## config.mk

```make
export PLATFORM = sky130hd
export DESIGN_NAME = mac9_result_collector
export DESIGN_NICKNAME = d
export VERILOG_FILES = /design/src/rtl/mac9_result_collector.sv
export SDC_FILE = /design/constraint.sdc
export NUM_CORES = 1
export LEC_CHECK = 0
export CAP_MARGIN = 10
export CELL_PAD_IN_SITES_DETAIL_PLACEMENT = 0
export CELL_PAD_IN_SITES_GLOBAL_PLACEMENT = 1
export CORE_MARGIN = 3
export CORE_UTILIZATION = 40
export CTS_CLUSTER_DIAMETER = 60
export DETAILED_ROUTE_END_ITERATION = 8
export PLACE_DENSITY_LB_ADDON = 0.1
export SLEW_MARGIN = 20
export SYNTH_ARGS = -nofsm -noshare
export SYNTH_HDL_FRONTEND = slang
export SYNTH_SLANG_ARGS = --single-unit
```

## constraint.sdc

```tcl
create_clock -name clk -period 2.8 [get_ports clk]
set_clock_uncertainty 0.15 [all_clocks]
set_input_delay 0.42 -clock clk [delete_from_list [all_inputs] [get_ports clk]]
set_output_delay 0.42 -clock clk [all_outputs]
set_load 0.1 [all_outputs]
```

## src/rtl/mac9_result_collector.sv

```systemverilog
// Samples the free-running MAC-9 result once per window, applies bias, rounding shift,
// ReLU and u8 saturation, and queues the result on a valid/ready stream. Optional: MAC9_COLLECT_STATS_EN.
module mac9_result_collector #(
    parameter int PERIOD       = 9,
    parameter int FIRST_SAMPLE = 10,
    parameter int SKIP_FIRST   = 1,
    parameter int SHIFT        = 2,
    parameter int DEPTH        = 4
) (
    input  logic              clk,
    input  logic              rst,
    input  logic signed [11:0] mac_out,
    input  logic signed [11:0] bias,
    input  logic              restart,
    output logic [7:0]        out_data,
    output logic              out_valid,
    input  logic              out_ready,
`ifdef MAC9_COLLECT_STATS_EN
    output logic [15:0]       drop_cnt,
    output logic [15:0]       sample_cnt,
`endif
    output logic              overflow
);

    localparam int PH_MAX = (FIRST_SAMPLE > PERIOD) ? FIRST_SAMPLE : PERIOD;
    localparam int PW     = $clog2(PH_MAX + 1);
    localparam int SW     = (SKIP_FIRST > 0) ? $clog2(SKIP_FIRST + 1) : 1;
    localparam int AW     = (DEPTH > 1) ? $clog2(DEPTH) : 1;
    localparam int RND_I  = (2 ** SHIFT) / 2;

    localparam logic [PW-1:0]       PH_FIRST   = PW'(FIRST_SAMPLE);
    localparam logic [PW-1:0]       PH_RESTART = PW'(FIRST_SAMPLE - 1);
    localparam logic [PW-1:0]       PH_PERIOD  = PW'(PERIOD - 1);
    localparam logic [SW-1:0]       SKIP_INIT  = SW'(SKIP_FIRST);
    localparam logic signed [14:0]  RND        = 15'(RND_I);
    localparam logic [AW:0]         FULL_CNT   = (AW + 1)'(DEPTH);

    logic [PW-1:0]       phase_q, phase_d;
    logic [SW-1:0]       skip_q, skip_d;
    logic                samp, take;
    logic signed [13:0]  sum_q, sum_d;
    logic                s1_v_q;
    logic [7:0]          res_q, res_d;
    logic                res_v_q;
    logic signed [14:0]  biased, shifted;

    logic [7:0]          mem_q [DEPTH];
    logic [AW-1:0]       wptr_q, rptr_q;
    logic [AW:0]         count_q, count_d;
    logic                full, pop, wr_en, drop;
    logic                overflow_q;

    // The restart edge itself counts as cycle 0 of the new schedule, so the
    // first strobe after it lands FIRST_SAMPLE cycles later, as after reset.
    always_comb begin
        samp    = (phase_q == '0) && !restart;
        take    = 1'b0;
        skip_d  = skip_q;
        if (restart)
            phase_d = PH_RESTART;
        else if (phase_q == '0)
            phase_d = PH_PERIOD;
        else
            phase_d = phase_q - PW'(1);
        if (restart)
            skip_d = SKIP_INIT;
        else if (samp) begin
            if (skip_q != '0)
                skip_d = skip_q - SW'(1);
            else
                take = 1'b1;
        end
    end

    always_comb begin
        sum_d   = take ? ({{2{mac_out[11]}}, mac_out} + {{2{bias[11]}}, bias}) : sum_q;
        biased  = $signed({sum_q[13], sum_q}) + RND;
        shifted = biased >>> SHIFT;
        if (shifted[14])
            res_d = 8'd0;
        else if (|shifted[13:8])
            res_d = 8'd255;
        else
            res_d = shifted[7:0];
    end

    always_comb begin
        full      = (count_q == FULL_CNT);
        out_valid = (count_q != '0);
        pop       = out_valid && out_ready;
        wr_en     = res_v_q && (!full || pop);
        drop      = res_v_q && full && !pop;
        count_d   = count_q;
        if (wr_en && !pop)
            count_d = count_q + (AW + 1)'(1);
        else if (!wr_en && pop)
            count_d = count_q - (AW + 1)'(1);
    end

    always_ff @(posedge clk or posedge rst) begin
        if (rst) begin
            phase_q    <= PH_FIRST;
            skip_q     <= SKIP_INIT;
            sum_q      <= '0;
            s1_v_q     <= 1'b0;
            res_q      <= '0;
            res_v_q    <= 1'b0;
            wptr_q     <= '0;
            rptr_q     <= '0;
            count_q    <= '0;
            overflow_q <= 1'b0;
            for (int unsigned i = 0; i < DEPTH; i++)
                mem_q[i] <= '0;
        end else begin
            phase_q <= phase_d;
            skip_q  <= skip_d;
            sum_q   <= sum_d;
            s1_v_q  <= take;
            res_q   <= res_d;
            res_v_q <= s1_v_q;
            count_q <= count_d;
            if (wr_en) begin
                mem_q[wptr_q] <= res_q;
                wptr_q        <= wptr_q + AW'(1);
            end
            if (pop)
                rptr_q <= rptr_q + AW'(1);
            if (drop)
                overflow_q <= 1'b1;
        end
    end

    assign out_data = mem_q[rptr_q];
    assign overflow = overflow_q;

`ifdef MAC9_COLLECT_STATS_EN
    logic [15:0] drop_cnt_q, sample_cnt_q;

    always_ff @(posedge clk or posedge rst) begin
        if (rst) begin
            drop_cnt_q   <= '0;
            sample_cnt_q <= '0;
        end else begin
            if (drop && drop_cnt_q != '1)
                drop_cnt_q <= drop_cnt_q + 16'd1;
            if (wr_en && sample_cnt_q != '1)
                sample_cnt_q <= sample_cnt_q + 16'd1;
        end
    end

    assign drop_cnt   = drop_cnt_q;
    assign sample_cnt = sample_cnt_q;
`endif

endmodule
```

==> impl_metrics.csv <==
group,metric,value,unit
cells_and_area,finalNonFillerCells,448,
route,vias,2238,
clock_network,root_buffer,"clkbuf_8",
clock_network,cts_tree,"built",
flow_run,cap_violations,0,
route,avgRoutedWirePerCell,13.5,um
pwr,p_int,1.93,mW
sta,setup_viol,0,
placed_design,dp_cells,432,
pwr,power_density,688,nW/um2
synth,synth_ff_type,"dfrtp_1",
pwr,finalPower,2.88,mW
synth,synth.largest_area_cell,"dfrtp_1",
floorplanning,core_area,8300,um2
clock_network,insertion_delay,0.34,ns
synth,synth_area_leaders,"dfrtp_1 46%, mux2_2 11%, ha_1 6.9%",
sta,rsz0062_at_grt,"no",
floorplanning,initial_core_util,41.8,%
pwr,ir_drop,0.000246,V
clock_network,cts_sinks,67,
synth,yosysWarnings,0,
critical_path,crit_fanout,2,
pwr,switchingPower,0.948,mW
sta,final-max-slew-violation-count,0,
clock_network,numCtsBuffers,9,
grt,grt_overflow_total,0,
synth,avgSynthCellArea,11.9,um2
pwr,seq_power_share,43.7,%
sta,period_minus_slack,2.52,ns
grt,grt_pass1_vias,2295,
synth,synth_common_cells,"64 x dfrtp_1, 33 x mux2_2, 25 x nand2_1",
route,ant_nets,0,
critical_path,start_kind,"primary input",
placed_design,place_hpwl,4490,um
synth,seq_area_frac_synth,48.5,%
grt,grt_usage,13.3,%
critical_path,worstSetupEndpointType,"register",
route,via_per_inst,5.00,
critical_path,cp.required,2.89,ns
synth,synthArstFlopShare,100,%
synth,ys_seq_elements,67,
placed_design,numPortBuffers,37,
pwr,leakagePower,1.95,nW
cells_and_area,area_growth,21.0,%
floorplanning,rows,33,
worst_hold_path,min_path_type,"register to register",
sta,worst_slew_pin_slew,0.581,ns
clock_network,path_clk_slew,0.08,ns
route,drc,0,
synth,synth_area,3470,um2
grt,grt_max_degree,46,
cells_and_area,drive_gt1_share,25.7,%
floorplanning,die_x,99.1,um
floorplanning,pin_count,38,
sta,fin_crit_sh,89.9,%
synth,synth_edf_count,0,
synth,netlist_instances,292,
status,outcome,"complete, no violations",
cells_and_area,nFillCells,736,
cells_and_area,num_antenna_cells,0,
route,totalWireLength,6050,um
floorplanning,die_area,9820,um2
clock_network,htreeDepth,3,
route,drt_iter0_drc,78,
clock_network,clk_path_buf_depth,2,
floorplanning,die_h,99.1,um
grt,grt_pass1_wl,10600,um
sta,slew_headroom,61.3,%
route,firstDrtPassIters,4,
synth,yosysMostFrequentCell,"dfrtp_1",
pwr,p_sw_share,32.9,%
synth,yosys.area.top_type_share,46.2,%
pwr,pwr-share-comb,25.2,%
grt,antenna_found_initial,0,
sta,max_freq,397,MHz
pwr,clkPwrFrac,31.1,%
synth,syn_nets,341,
synth,synthDistinctLibCells,46,
placed_design,gp_congestion,0.818,
critical_path,arrival,2.61,ns
critical_path,critPathKind,"primary input to register",
cells_and_area,final_util,50.5,%
cells_and_area,nets,387,
sta,finalHoldViolations,0,
-- worst paths after layout --
kind	start	endpoint	slack [ns]	cells after the start
min in group asynchronous	rst	phase_q[2]$_DFF_PP0_	0.28	2
max in group asynchronous	rst	phase_q[3]$_DFF_PP1_	1.57	3
worst min register to register	s1_v_q$_DFF_PP0_	res_v_q$_DFF_PP0_	0.21	0
worst min-delay path	s1_v_q$_DFF_PP0_	res_v_q$_DFF_PP0_	0.21	0
worst max-delay path	mac_out[0]	sum_q[10]$_DFFE_PP0P_	0.28	9
worst max register to register	count_q[0]$_DFFE_PP0P_	count_q[2]$_DFFE_PP0P_	0.57	8
-- cell usage in the layout (no fill, tap or decap), types with 2 or more instances in the layout --
master and n:
dfrtp_1 64, mux2_2 33, clkdlybuf4s50_1 27, nand2_1 25
ha_1 19, a21oi_1 17, o21ai_0 14, buf_4 14
xnor2_1 12, nor2_1 12, inv_1 10, clkbuf_8 10
xor2_1 8, mux4_2 8, a21o_1 5, nand3_1 5
nand4_1 4, nor3_1 4, nor2b_1 4, nand2_2 4
or3_1 3, dfstp_2 3, a31oi_1 2, and3_1 2
o21a_1 2, a21oi_2 2, o31ai_1 2, fa_1 2
bufinv_16 2, clkinv_2 2
-- worst max-delay path, stage by stage --
cell	delay [ns]
clkdlybuf4s50_1	0.41
and2_1	0.17
fa_1	0.38
a21oi_1	0.21
o21ai_0	0.15
a2111oi_2	0.45
o31ai_1	0.12
xnor2_1	0.13
o21ai_0	0.17
-- state kept, by name (all words and copies together) (netlist names) --
name      count
sum_q        12
count_q       3
wptr_q        2
mem_q        32
res_q         8
overflow      1
res_v_q       1
s1_v_q        1
rptr_q        2
skip_q        1
phase_q       4
-- cells by family (layout without fill, tap and decap cells) --
family,count (synthesis),after routing,share of synthesized area (%)
adder cells (fa/ha/maj),21,21,8.01
buffers and inverters,18,69,2.06
AO/OA/AOI/OAI,52,52,9.46
flip-flops,67,67,48.5
AND/OR/NAND/NOR,72,72,10.7
multiplexers,42,42,16.2
XOR/XNOR,20,20,5.05
-- power groups by stage --
stage | combinational (mW) | sequential (mW) | clock (mW)
final | 0.726 | 1.26 | 0.898
after global placement | 0.725 | 1.28 | 0
after floorplan | 0.651 | 1.18 | 0
after global routing | 0.792 | 1.29 | 0.973
after detailed placement | 0.733 | 1.28 | 0
after CTS | 0.734 | 1.26 | 0.930
-- what timing repair did --
| action | CTS | global route |
|---|---|---|
| setup endpoints to repair | 0 | 1 |
| hold buffers | 0 | 0 |
| gates resized for setup | 0 | 1 |
| setup buffers | 0 | 0 |
-- metrics by stage --
stage / area (um2) / setup WS, ns / setup TNS [ns] / hold slack [ns]
after CTS: 4190 / 0.207 / 0 / 0.208
after global routing: 4190 / 0.0524 / 0 / 0.223
final: 4190 / 0.284 / 0 / 0.206
after floorplan: 3470 / 0.0989 / 0 / 0.181
after global placement: 3960 / -0.0835 / -0.122 / 0.186
after detailed placement: 3960 / -0.156 / -0.247 / 0.186
-- per-layer routing --
| metal | GRT usage, % | wire length [um] | vias to the layer above |
|---|---|---|---|
| met4 | 7.04 | 168 | 0 |
| met2 | 21.6 | 2780 | 48 |
| met3 | 2.69 | 231 | 14 |
| met1 | 16.8 | 2870 | 1040 |
| li1 | - | - | 1136 |
| met5 | 0 | 0 | - |
-- final cells by class --
| class | count | area (um2) | share of cell area, % |
|---|---|---|---|
| multi-input cells | 207 | 1720 | 41.0 |
| flip-flops and latches | 67 | 1680 | 40.1 |
| repair buffers | 42 | 395 | 9.43 |
| clock buffers | 10 | 138 | 3.28 |
| well taps | 105 | 131 | 3.13 |
| clock inverters | 6 | 87.6 | 2.09 |
| inverters | 11 | 41.3 | 0.985 |
Power figures use the tool's default switching activity.
